<file path="config.mk">
export PLATFORM = sky130hd
export DESIGN_NAME = cpu_checker_gen_flat
export DESIGN_NICKNAME = d
export VERILOG_FILES = /design/src/rtl/cpu_checker_gen_if.sv /design/src/rtl/cpu_checker_gen.sv /design/src/flat_wrapper.sv
export SDC_FILE = /design/constraint.sdc
export NUM_CORES = 1
export LEC_CHECK = 0
export BUFFER_PORTS_ARGS = -buffer_cell sky130_fd_sc_hd__buf_2
export CORE_MARGIN = 4
export CORE_UTILIZATION = 40
export DETAILED_ROUTE_END_ITERATION = 10
export PLACE_DENSITY = 0.65
export SKIP_CTS_REPAIR_TIMING = 1
export SLEW_MARGIN = 25
export SYNTH_ARGS = -nofsm -noshare
export SYNTH_HDL_FRONTEND = slang
export SYNTH_SLANG_ARGS = --single-unit
</file>
<file path="constraint.sdc">
create_clock -name clk -period 11.06 [get_ports clk]
set_clock_uncertainty 0.2 [all_clocks]
set_input_delay 2.765 -clock clk [delete_from_list [all_inputs] [get_ports clk]]
set_output_delay 2.765 -clock clk [all_outputs]
set_load 0.02 [all_outputs]
</file>
<file path="src/rtl/cpu_checker_gen_if.sv">
// Trace-checker character stream and result bundle.
// Latency: none; wires only.
// Backpressure: none; one character is consumed every clock.
interface cpu_checker_gen_if #(
    parameter int COUNT_W = 16
);
    logic [7:0]         char;
    logic [15:0]        freq;
    logic [1:0]         format_type;
    logic [4:0]         error_code;
    logic [COUNT_W-1:0] rec_count;
    logic [COUNT_W-1:0] err_count;

    // Stimulus side: drives characters and clock frequency, observes results
    modport master (
        output char, freq,
        input  format_type, error_code, rec_count, err_count
    );

    // Checker side
    modport slave (
        input  char, freq,
        output format_type, error_code, rec_count, err_count
    );
endinterface

</file>
<file path="src/rtl/cpu_checker_gen.sv">
// CPU trace-line checker: parses register/memory write records and flags field errors.
// Latency: result appears for one cycle, the cycle after the closing '#' is sampled.
// Backpressure: none; one character per clock is always accepted.
module cpu_checker_gen #(
    parameter int          TIME_DIGITS = 4,
    parameter int          GRF_DIGITS  = 4,
    parameter int          NUM_GRF     = 32,
    parameter logic [31:0] PC_LO       = 32'h3000,
    parameter logic [31:0] PC_HI       = 32'h4fff,
    parameter logic [31:0] ADDR_HI     = 32'h2fff,
    parameter bit          ALLOW_UPPER = 1'b0,
    parameter int          COUNT_W     = 16
) (
    input  logic             clk,
    input  logic             reset,
    cpu_checker_gen_if.slave bus
);

    localparam logic [3:0] S_IDLE     = 4'd0;
    localparam logic [3:0] S_HAT      = 4'd1;
    localparam logic [3:0] S_TIME     = 4'd2;
    localparam logic [3:0] S_AT_PC    = 4'd3;
    localparam logic [3:0] S_PC       = 4'd4;
    localparam logic [3:0] S_COLON_SP = 4'd5;
    localparam logic [3:0] S_DOLLAR   = 4'd6;
    localparam logic [3:0] S_STAR     = 4'd7;
    localparam logic [3:0] S_GRF      = 4'd8;
    localparam logic [3:0] S_ADDR     = 4'd9;
    localparam logic [3:0] S_SP       = 4'd10;
    localparam logic [3:0] S_LT       = 4'd11;
    localparam logic [3:0] S_EQ_SP    = 4'd12;
    localparam logic [3:0] S_DATA     = 4'd13;
    localparam logic [3:0] S_DONE     = 4'd14;

    localparam logic [7:0] CH_HAT    = 8'h5e;
    localparam logic [7:0] CH_AT     = 8'h40;
    localparam logic [7:0] CH_COLON  = 8'h3a;
    localparam logic [7:0] CH_SPACE  = 8'h20;
    localparam logic [7:0] CH_DOLLAR = 8'h24;
    localparam logic [7:0] CH_STAR   = 8'h2a;
    localparam logic [7:0] CH_LT     = 8'h3c;
    localparam logic [7:0] CH_EQ     = 8'h3d;
    localparam logic [7:0] CH_HASH   = 8'h23;

    localparam logic [7:0] T_MAX   = 8'(TIME_DIGITS);
    localparam logic [7:0] G_MAX   = 8'(GRF_DIGITS);
    localparam logic [7:0] HEX_LEN = 8'd8;

    logic [3:0]         state;
    logic [7:0]         cnt;
    logic [31:0]        t_val;
    logic [31:0]        pc_val;
    logic [31:0]        g_val;
    logic [31:0]        a_val;
    logic               is_mem;
    logic [15:0]        freq_q;
    logic               have_prev;
    logic [31:0]        prev_time;
    logic [1:0]         fmt_q;
    logic [4:0]         err_q;
    logic [COUNT_W-1:0] rec_cnt_q;
    logic [COUNT_W-1:0] err_cnt_q;

    logic [7:0]  c;
    logic        is_dec;
    logic        is_hex;
    logic [3:0]  hex_v;
    logic [31:0] t_mask;
    logic [4:0]  err_vec;

    assign c = bus.char;

    // Classify the incoming character as decimal / hex digit and give its value
    always_comb begin
        is_dec = (c >= 8'h30) && (c <= 8'h39);
        is_hex = 1'b0;
        hex_v  = 4'd0;
        if (is_dec) begin
            is_hex = 1'b1;
            hex_v  = c[3:0];
        end else if ((c >= 8'h61) && (c <= 8'h66)) begin
            is_hex = 1'b1;
            hex_v  = c[3:0] + 4'd9;
        end else if (ALLOW_UPPER && (c >= 8'h41) && (c <= 8'h46)) begin
            is_hex = 1'b1;
            hex_v  = c[3:0] + 4'd9;
        end
    end

    // Field checks on the captured record, used when '#' closes it
    always_comb begin
        t_mask     = ({16'd0, freq_q} >> 2) - 32'd1;
        err_vec    = 5'd0;
        err_vec[0] = |(t_val & t_mask);
        err_vec[1] = (pc_val[1:0] != 2'd0) || (pc_val < PC_LO) || (pc_val > PC_HI);
        err_vec[2] = is_mem && ((a_val[1:0] != 2'd0) || (a_val > ADDR_HI));
        err_vec[3] = !is_mem && (g_val >= 32'(NUM_GRF));
        err_vec[4] = have_prev && (t_val < prev_time);
    end

    // Record parser, result strobe and saturating counters
    always_ff @(posedge clk or posedge reset) begin
        if (reset) begin
            state     <= S_IDLE;
            cnt       <= 8'd0;
            t_val     <= 32'd0;
            pc_val    <= 32'd0;
            g_val     <= 32'd0;
            a_val     <= 32'd0;
            is_mem    <= 1'b0;
            freq_q    <= 16'd0;
            have_prev <= 1'b0;
            prev_time <= 32'd0;
            fmt_q     <= 2'd0;
            err_q     <= 5'd0;
            rec_cnt_q <= '0;
            err_cnt_q <= '0;
        end else begin
            fmt_q <= 2'd0;
            err_q <= 5'd0;
            if (c == CH_HAT) begin
                // A caret restarts parsing from any state
                state  <= S_HAT;
                cnt    <= 8'd0;
                t_val  <= 32'd0;
                pc_val <= 32'd0;
                g_val  <= 32'd0;
                a_val  <= 32'd0;
                is_mem <= 1'b0;
            end else begin
                case (state)
                    S_HAT: begin
                        if (is_dec) begin
                            state <= S_TIME;
                            t_val <= {28'd0, c[3:0]};
                            cnt   <= 8'd1;
                        end else begin
                            state <= S_IDLE;
                        end
                    end
                    S_TIME: begin
                        if (is_dec && (cnt != T_MAX)) begin
                            t_val <= t_val * 32'd10 + {28'd0, c[3:0]};
                            cnt   <= cnt + 8'd1;
                        end else if (c == CH_AT) begin
                            state  <= S_AT_PC;
                            freq_q <= bus.freq;
                        end else begin
                            state <= S_IDLE;
                        end
                    end
                    S_AT_PC: begin
                        if (is_hex) begin
                            state  <= S_PC;
                            pc_val <= {28'd0, hex_v};
                            cnt    <= 8'd1;
                        end else begin
                            state <= S_IDLE;
                        end
                    end
                    S_PC: begin
                        if (is_hex && (cnt != HEX_LEN)) begin
                            pc_val <= {pc_val[27:0], hex_v};
                            cnt    <= cnt + 8'd1;
                        end else if ((c == CH_COLON) && (cnt == HEX_LEN)) begin
                            state <= S_COLON_SP;
                        end else begin
                            state <= S_IDLE;
                        end
                    end
                    S_COLON_SP: begin
                        if (c == CH_SPACE) begin
                            state <= S_COLON_SP;
                        end else if (c == CH_DOLLAR) begin
                            state  <= S_DOLLAR;
                            is_mem <= 1'b0;
                        end else if (c == CH_STAR) begin
                            state  <= S_STAR;
                            is_mem <= 1'b1;
                        end else begin
                            state <= S_IDLE;
                        end
                    end
                    S_DOLLAR: begin
                        if (is_dec) begin
                            state <= S_GRF;
                            g_val <= {28'd0, c[3:0]};
                            cnt   <= 8'd1;
                        end else begin
                            state <= S_IDLE;
                        end
                    end
                    S_GRF: begin
                        if (is_dec && (cnt != G_MAX)) begin
                            g_val <= g_val * 32'd10 + {28'd0, c[3:0]};
                            cnt   <= cnt + 8'd1;
                        end else if (c == CH_SPACE) begin
                            state <= S_SP;
                        end else if (c == CH_LT) begin
                            state <= S_LT;
                        end else begin
                            state <= S_IDLE;
                        end
                    end
                    S_STAR: begin
                        if (is_hex) begin
                            state <= S_ADDR;
                            a_val <= {28'd0, hex_v};
                            cnt   <= 8'd1;
                        end else begin
                            state <= S_IDLE;
                        end
                    end
                    S_ADDR: begin
                        if (is_hex && (cnt != HEX_LEN)) begin
                            a_val <= {a_val[27:0], hex_v};
                            cnt   <= cnt + 8'd1;
                        end else if ((c == CH_SPACE) && (cnt == HEX_LEN)) begin
                            state <= S_SP;
                        end else if ((c == CH_LT) && (cnt == HEX_LEN)) begin
                            state <= S_LT;
                        end else begin
                            state <= S_IDLE;
                        end
                    end
                    S_SP: begin
                        if (c == CH_SPACE) begin
                            state <= S_SP;
                        end else if (c == CH_LT) begin
                            state <= S_LT;
                        end else begin
                            state <= S_IDLE;
                        end
                    end
                    S_LT: begin
                        state <= (c == CH_EQ) ? S_EQ_SP : S_IDLE;
                    end
                    S_EQ_SP: begin
                        if (c == CH_SPACE) begin
                            state <= S_EQ_SP;
                        end else if (is_hex) begin
                            state <= S_DATA;
                            cnt   <= 8'd1;
                        end else begin
                            state <= S_IDLE;
                        end
                    end
                    S_DATA: begin
                        // Data value itself is not checked, only its digit count
                        if (is_hex && (cnt != HEX_LEN)) begin
                            cnt <= cnt + 8'd1;
                        end else if ((c == CH_HASH) && (cnt == HEX_LEN)) begin
                            state     <= S_DONE;
                            fmt_q     <= is_mem ? 2'b10 : 2'b01;
                            err_q     <= err_vec;
                            prev_time <= t_val;
                            have_prev <= 1'b1;
                            if (rec_cnt_q != {COUNT_W{1'b1}}) begin
                                rec_cnt_q <= rec_cnt_q + 1'b1;
                            end
                            if ((err_vec != 5'd0) && (err_cnt_q != {COUNT_W{1'b1}})) begin
                                err_cnt_q <= err_cnt_q + 1'b1;
                            end
                        end else begin
                            state <= S_IDLE;
                        end
                    end
                    default: begin
                        // IDLE and DONE wait for the next caret
                        state <= S_IDLE;
                    end
                endcase
            end
        end
    end

    assign bus.format_type = fmt_q;
    assign bus.error_code  = err_q;
    assign bus.rec_count   = rec_cnt_q;
    assign bus.err_count   = err_cnt_q;

endmodule

</file>
<file path="src/flat_wrapper.sv">
// flat-port wrapper written by rule: the top's interface ports become plain ports
module cpu_checker_gen_flat 
#(
    parameter int          TIME_DIGITS = 4,
    parameter int          GRF_DIGITS  = 4,
    parameter int          NUM_GRF     = 32,
    parameter logic [31:0] PC_LO       = 32'h3000,
    parameter logic [31:0] PC_HI       = 32'h4fff,
    parameter logic [31:0] ADDR_HI     = 32'h2fff,
    parameter bit          ALLOW_UPPER = 1'b0,
    parameter int          COUNT_W     = 16
)
  (clk, reset, bus_char, bus_freq, bus_format_type, bus_error_code, bus_rec_count, bus_err_count);
  cpu_checker_gen_if #(.COUNT_W(COUNT_W)) bus_i ();
  input  logic clk;
  input  logic reset;
  input wire logic [$bits(bus_i.char)-1:0] bus_char;
  input wire logic [$bits(bus_i.freq)-1:0] bus_freq;
  output wire logic [$bits(bus_i.format_type)-1:0] bus_format_type;
  output wire logic [$bits(bus_i.error_code)-1:0] bus_error_code;
  output wire logic [$bits(bus_i.rec_count)-1:0] bus_rec_count;
  output wire logic [$bits(bus_i.err_count)-1:0] bus_err_count;
  assign bus_i.char = bus_char;
  assign bus_i.freq = bus_freq;
  assign bus_format_type = bus_i.format_type;
  assign bus_error_code = bus_i.error_code;
  assign bus_rec_count = bus_i.rec_count;
  assign bus_err_count = bus_i.err_count;
  cpu_checker_gen #(.TIME_DIGITS(TIME_DIGITS), .GRF_DIGITS(GRF_DIGITS), .NUM_GRF(NUM_GRF), .PC_LO(PC_LO), .PC_HI(PC_HI), .ADDR_HI(ADDR_HI), .ALLOW_UPPER(ALLOW_UPPER), .COUNT_W(COUNT_W)) u_core (.clk(clk), .reset(reset), .bus(bus_i));
endmodule
</file>
==> results of run 1 <==
[sequential cells by signal, summed over array words and instances, names as in the netlist]
name / cells
u_core.a_val: 32
u_core.prev_time: 32
u_core.bus.error_code: 5
u_core.have_prev: 1
u_core.pc_val: 32
u_core.bus.err_count: 16
u_core.bus.format_type: 2
u_core.is_mem: 1
u_core.t_val: 32
u_core.freq_q: 14
u_core.cnt: 8
u_core.state: 4
u_core.bus.rec_count: 16
u_core.g_val: 32
[cell type report]
type / instances / area (µm²) / share of cell area
Tap cell: 518 / 648.1 / 0.03697
Antenna cell: 1 / 2.502 / 0.0001428
Clock inverter: 13 / 209.0 / 0.01192
Sequential cell: 227 / 5680 / 0.3241
Inverter: 72 / 282.8 / 0.01613
Timing Repair Buffer: 73 / 396.6 / 0.02263
Clock buffer: 34 / 720.7 / 0.04111
Multi-Input combinational cell: 1440 / 9589 / 0.5470
[worst paths after layout]
kind	to	slack, ns	cells past startpoint
worst max-delay path	u_core.t_val[25]	5.10	12
min in group asynchronous	u_core.bus.err_count[2]	2.16	2
max in group asynchronous	u_core.g_val[6]	7.28	3
worst min-delay path	u_core.a_val[9]	0.27	2
worst min register to register	u_core.a_val[9]	0.27	2
worst max register to register	u_core.t_val[31]	6.60	13
[synth_stat cells (17+ instances only)]
cell	instances	share of area
nand2_1	299	0.071
dfrtp_1	227	0.36
ha_1	156	0.12
o21ai_0	143	0.045
nor2_1	113	0.027
xnor2_1	89	0.049
nand3_1	87	0.028
a21oi_1	86	0.027
inv_1	72	0.017
clkbuf_1	52	0.012
xor2_1	45	0.025
a21o_1	36	0.017
nand4_1	35	0.014
nor3_1	32	0.010
nor4_1	31	0.012
and3_1	23	0.0091
a211oi_1	17	0.0081
[critical path, delay by kind of cell]
family | cells | cell delay (ns)
xor gates and xnor gates | 1 | 0.15
buffers and inverters | 2 | 0.45
and+or+nand+nor | 6 | 2.00
AOI/OAI and AO/OA | 2 | 0.29
adders and majority gates | 1 | 0.50
[kinds of logic (layout without fill, tap and decap cells)]
| group | after synthesis | after routing | share of synthesized area |
|---|---|---|---|
| other cells | 0 | 1 | 0 |
| buf+inv | 136 | 192 | 0.03345 |
| flops | 227 | 227 | 0.3607 |
| mux | 27 | 27 | 0.01843 |
| simple gates | 718 | 718 | 0.2205 |
| compound gates | 399 | 399 | 0.1609 |
| fa+ha+maj | 160 | 160 | 0.1290 |
| xor+xnor | 136 | 136 | 0.07698 |
[report_power, final]
part           total (mW)  switching [mW]  internal (mW)
Sequential          0.839         0.00449          0.834
Combinational      0.0563          0.0386         0.0177
Clock               0.929           0.353          0.576
[per-layer routing]
metal  up-vias  wire length, µm  track usage  share of wire
met5         -                0            0              0
met4         0              907      0.04658          0.024
met3        67             1290      0.02181          0.034
met2       249            17520       0.2920           0.47
met1      6285            17730       0.2456           0.47
li1       6521                -            -              -
[through the flow]
| step | instances | setup slack [ns] | power (mW) | utilization | hold WS [ns] |
|---|---|---|---|---|---|
| after floorplan | 1803 | 1.875 | 0.8912 | - | 0.2343 |
| after global placement | 2329 | 4.715 | 0.9099 | 0.4267 | 0.2491 |
| after detailed placement | 2330 | 4.629 | 0.9114 | 0.4271 | 0.2559 |
| after CTS | 2377 | 5.180 | 1.853 | 0.4511 | 0.2695 |
| after global routing | 2377 | 4.695 | 1.895 | 0.4514 | 0.2893 |
| final | 2378 | 5.105 | 1.824 | 0.4515 | 0.2671 |
==> results by group, run 1 <==
Critical path
  • Req. time, crit path: around 11 ns
  • CP Launch Point: bus_char[2]
  • Slowest cell delay on critical path: about 0.50 ns
  • Reg2Reg Launch Point: u_core.t_val[3]
  • Crit Path Class: in2reg
  • Critical Path Source Type: primary input
  • Slowest CP cell: fa_1
  • Crit path max fanout: 12
  • Crit-path cells: buf_2 > inv_1 > fa_1 > nor2b_1 > o2111ai_1 > nor3b_1 > nand4b_1 > nor4_1 > nand2_1 > nor3_1 > xnor2_1 > o21ai_0
  • WP data arrival: just over 6 ns
  • Crit end category: flip-flop

STA
  • Final hold violation count: 0
  • Worst slew margin: 0.3834
  • Final setup vio count: 0
  • RSZ-0062 raised after global routing: false
  • Final worst-path cycle share: 0.5385
  • Post-layout min period: 5.955 ns
  • Worst-margin pin slew: ~0.92 ns
  • Setup TNS: 0 ns
  • Max Slew Vio Count: 0
  • Max Freq: ~0.17 GHz

Global route
  • Initial antenna violation count: 0
  • Vias in the first global route: between 10000 and 15000
  • Global-route wire length before repair: 63430 µm
  • Global-route total usage across every layer: 0.1765
  • Largest net degree at the start of global routing: around 150
  • Grt total ovfl: 0

Logic synthesis
  • Sequential cell area fraction in the yosys report: 0.3607
  • EDFF count, synth: 0
  • #FFs+latches synth: approximately 230
  • Mapped Area: 0.01575 mm²
  • Ys async rst share: 1.000
  • Post-Syn Area per Cell: 8.735 µm²
  • Synth Flop Type: dfrtp_1
  • Post-synthesis net count: around 2000
  • Cells after synthesis: about 1800
  • Synth Warn #: 0
  • Synth cell types: 88

Placed design
  • GPL Wtd Cong: ~0.9
  • Post-DP HPWL: approximately 28000 µm
  • PortBufs: 62
  • Placed Area: between 0.015 and 0.02 mm²

Detailed routing
  • First drt pass iteration count: 5
  • ANT nets after route: 0
  • Total routed wirelength: 37440 µm
  • Via count: ~13000
  • Drt via density: around 5.5
  • Initial DRC count: 819
  • Wire length per cell after detailed routing: between 15 and 20 µm
  • DRC errors left: 0

Layout
  • Layout fillers: around 3800
  • Share of layout cells above drive strength 1: 0.09467
  • Fin area: 0.01753 mm²
  • Most frequent cells in the layout: nand2_1 (299), dfrtp_1 (227), ha_1 (156)
  • Most common cell after layout, fill and taps aside: nand2_1
  • Area Growth Syn to Fin: 11.31%
  • Final nets: around 2000

Power and ir drop
  • Leak Pwr: around 8.5 nW
  • Peak VDD IR: about 0.00011 V
  • Pwr Density: between 100 and 150 mW/mm²

Clock tree
  • Root Driver: clkbuf_16
  • CTS Buffer Depth: 3
  • H-tree depth: 1
  • Worst-skew pair later-pin latency: 0.55 ns
  • TritonCTS clock tree: done
  • Reg clk slew, reported paths: 0.06 ns
  • Clock sink count: around 230
  • Total CTS buffers: 26

Run
  • # Max-Cap Violations: 0

Hold path
  • Hold Path Class: reg2reg
  • Hold path start: u_core.a_val[9]

Floorplanning
  • Die height: ~210 µm
  • Total die area: approximately 0.043 mm²
  • Row count: ~70
  • Starting density of the core: 0.4056
  • Ports: 65
  • Die Width: 206.4 µm
  • CORE AREA: roughly 0.039 mm²

Outcome
  • Status: finished, final reports clean
Note: power is estimated with default switching activity, not from simulation.
==> run 2, diff against run 1 <==
Settings changed: PLACE_DENSITY 0.65 to 0.67.
Clock period 11.06 ns to 5.4 ns, I/O delays scaled along.
==> results by group, run 2 (same netlist as run 1, synthesis figures left out) <==
Clock tree
  • Worst-skew pair later-pin latency: 0.54 ns (about the same)
  • H-tree depth: 1 (unchanged)
  • Clock sink count: 227 (unchanged)
  • Reg clk slew, reported paths: 0.06 ns (about the same)
  • Total CTS buffers: 26 (unchanged)
  • TritonCTS clock tree: done
  • Root Driver: clkbuf_16
  • CTS Buffer Depth: 3 (unchanged)

Critical path
  • Critical Path Source Type: flip-flop
  • CP bufs+invs: 0 (-2)
  • Crit Path Class: reg2reg
  • Most frequent CP cell: ha_1
  • WP data arrival: 4.66 ns (-1.50 ns)
  • Req. time, crit path: 5.62 ns (-5.64 ns)
  • Slowest CP cell: dfrtp_1
  • Crit end category: flip-flop
  • Crit path max fanout: 8 (-4)
  • Top delay family on crit path: simple AND/OR/NAND/NOR gates
  • Crit-path cells: ha_1 > ha_1 > fa_1 > a21oi_1 > o211ai_1 > a21oi_2 > o21bai_1 > xnor2_1 > nor4b_2 > nand4_1 > nor4_1 > mux2i_1 > nand2_1
  • Slowest cell delay on critical path: 0.45 ns (-0.05 ns)

Power and ir drop
  • Comb power frac: 0.034 (+0.003)
  • Clock share of power: 0.481 (-0.028)
  • Leak Pwr: 8.564 nW (+0.44%)
  • Sw power: 782.5 µW (+98%)
  • Internal: 2.763 mW (+93%)
  • Share of power burned in registers: 0.485 (+0.025)
  • Sw Share: 0.2207 (+0.003738)
  • Pwr Density: 202.2 mW/mm² (+94%)
  • Peak VDD IR: 0.0001827 V (+71%)

Layout
  • Final nets: 2040 (+0.69%)
  • Antenna cell count: 0 (-1)
  • Most common cell after layout, fill and taps aside: nand2_1
  • Non-filler cells, final: 2388 (+0.42%)
  • Area Growth Syn to Fin: 11.33% (about the same)
  • Most frequent cells in the layout: nand2_1 (299), dfrtp_1 (227), ha_1 (156)
  • Share of layout cells above drive strength 1: 0.09947 (+0.004791)

Detailed routing
  • First drt pass iteration count: 5 (unchanged)
  • Via count: 13090 (-0.24%)
  • Drt via density: 5.482 (-0.66%)
  • ANT nets after route: 0 (unchanged)
  • Total routed wirelength: 37800 µm (+0.97%)
  • DRC errors left: 0 (unchanged)
  • Initial DRC count: 806 (-1.6%)
  • Wire length per cell after detailed routing: 15.83 µm (+0.54%)

Placed design
  • PortBufs: 62 (unchanged)
  • Post-DP HPWL: 28570 µm (+3.3%)
  • Placed cells: 2343 (+0.56%)
  • GPL Wtd Cong: 0.8879 (-2.8%)

Floorplanning
  • Ports: 65 (unchanged)
  • CORE AREA: 0.03883 mm² (unchanged)
  • Total die area: 0.04261 mm² (unchanged)
  • Die Width: 206.4 µm (unchanged)
  • Starting density of the core: 0.4056 (unchanged)
  • Die height: 206.4 µm (unchanged)
  • Row count: 72 (unchanged)

Outcome
  • Status: finished, final reports clean

Global route
  • Global-route total usage across every layer: 0.1788 (+0.002236)
  • Grt total ovfl: 0 (unchanged)
  • Initial antenna violation count: 0 (unchanged)
  • Largest net degree at the start of global routing: 126 (-14%)
  • Vias in the first global route: 12871 (+1.2%)
  • Global-route wire length before repair: 64140 µm (+1.1%)

STA
  • Max Slew Vio Count: 0 (unchanged)
  • Worst-margin pin slew: 0.8125 ns (-0.1103 ns)
  • Setup TNS: 0 ns (unchanged)
  • Final hold violation count: 0 (unchanged)
  • Final setup vio count: 0 (unchanged)
  • Final worst-path cycle share: 0.8226
  • Max Freq: approximately 0.23 GHz
  • Post-layout min period: between 4 and 5 ns
  • RSZ-0062 raised after global routing: false
  • Worst slew margin: 0.4584 (+0.07499)

Run
  • # Max-Cap Violations: 0 (unchanged)

Hold path
  • Hold Path Class: reg2reg
-- run 2: routing by layer --
metal  up-vias  wire [µm]  GRT usage
met4         0       1019    0.05204
met3        82       1669    0.02746
li1       6560          -          -
met5         -          0          0
met2       261      17380     0.2951
met1      6187      17740     0.2437
-- run 2: through the flow --
stage	utilization	instance area [µm²]	hold slack, ns	total power, mW	setup WS [ns]
detailed placement	0.4301	16700	0.2552	1.873	0.7298
floorplan	-	15750	0.2343	1.826	0.8840
CTS	0.4514	17530	0.2676	3.598	0.9938
global route	0.4516	17530	0.2900	3.683	0.6127
global placement	0.4298	16690	0.2486	1.868	0.7643
finish	0.4516	17530	0.2642	3.546	0.9579
-- run 2: cell type report --
class	instances	area [µm²]
well taps	518	648.1
inverters	72	274.0
fillers	3719	21290
multi-input cells	1440	9580
repair buffers	87	523.0
clock inverters	12	123.9
clock buffers	32	703.2
flip-flops and latches	227	5680
-- run 2: power by group through the flow --
stage	clock [mW]	sequential [mW]	combinational, mW
after floorplan	0	1.75	0.0795
after global placement	0	1.75	0.119
after detailed placement	0	1.75	0.123
after CTS	1.76	1.72	0.124
after global routing	1.83	1.72	0.139
final	1.71	1.72	0.120
-- run 2: final timing paths --
| check | from | depth (start not counted) | slack [ns] | end |
|---|---|---|---|---|
| max | u_core.t_val[1] | 13 | 0.96 | u_core.t_val[31] |
| min | u_core.a_val[11] | 2 | 0.26 | u_core.a_val[11] |
| max reg2reg | u_core.t_val[1] | 13 | 0.96 | u_core.t_val[31] |
| min reg2reg | u_core.a_val[11] | 2 | 0.26 | u_core.a_val[11] |
| max in group asynchronous | reset | 3 | 3.14 | u_core.pc_val[2] |
| min in group asynchronous | reset | 2 | 0.75 | u_core.prev_time[6] |
-- run 2: worst register-to-register path, delay by kind of cell, from the launching register on --
family          cells  cell delay [ns]
simple gates        4             1.25
fa+ha+maj           3             0.99
compound gates      4             0.98
flops               1             0.45
mux                 1             0.24
xor+xnor            1             0.22
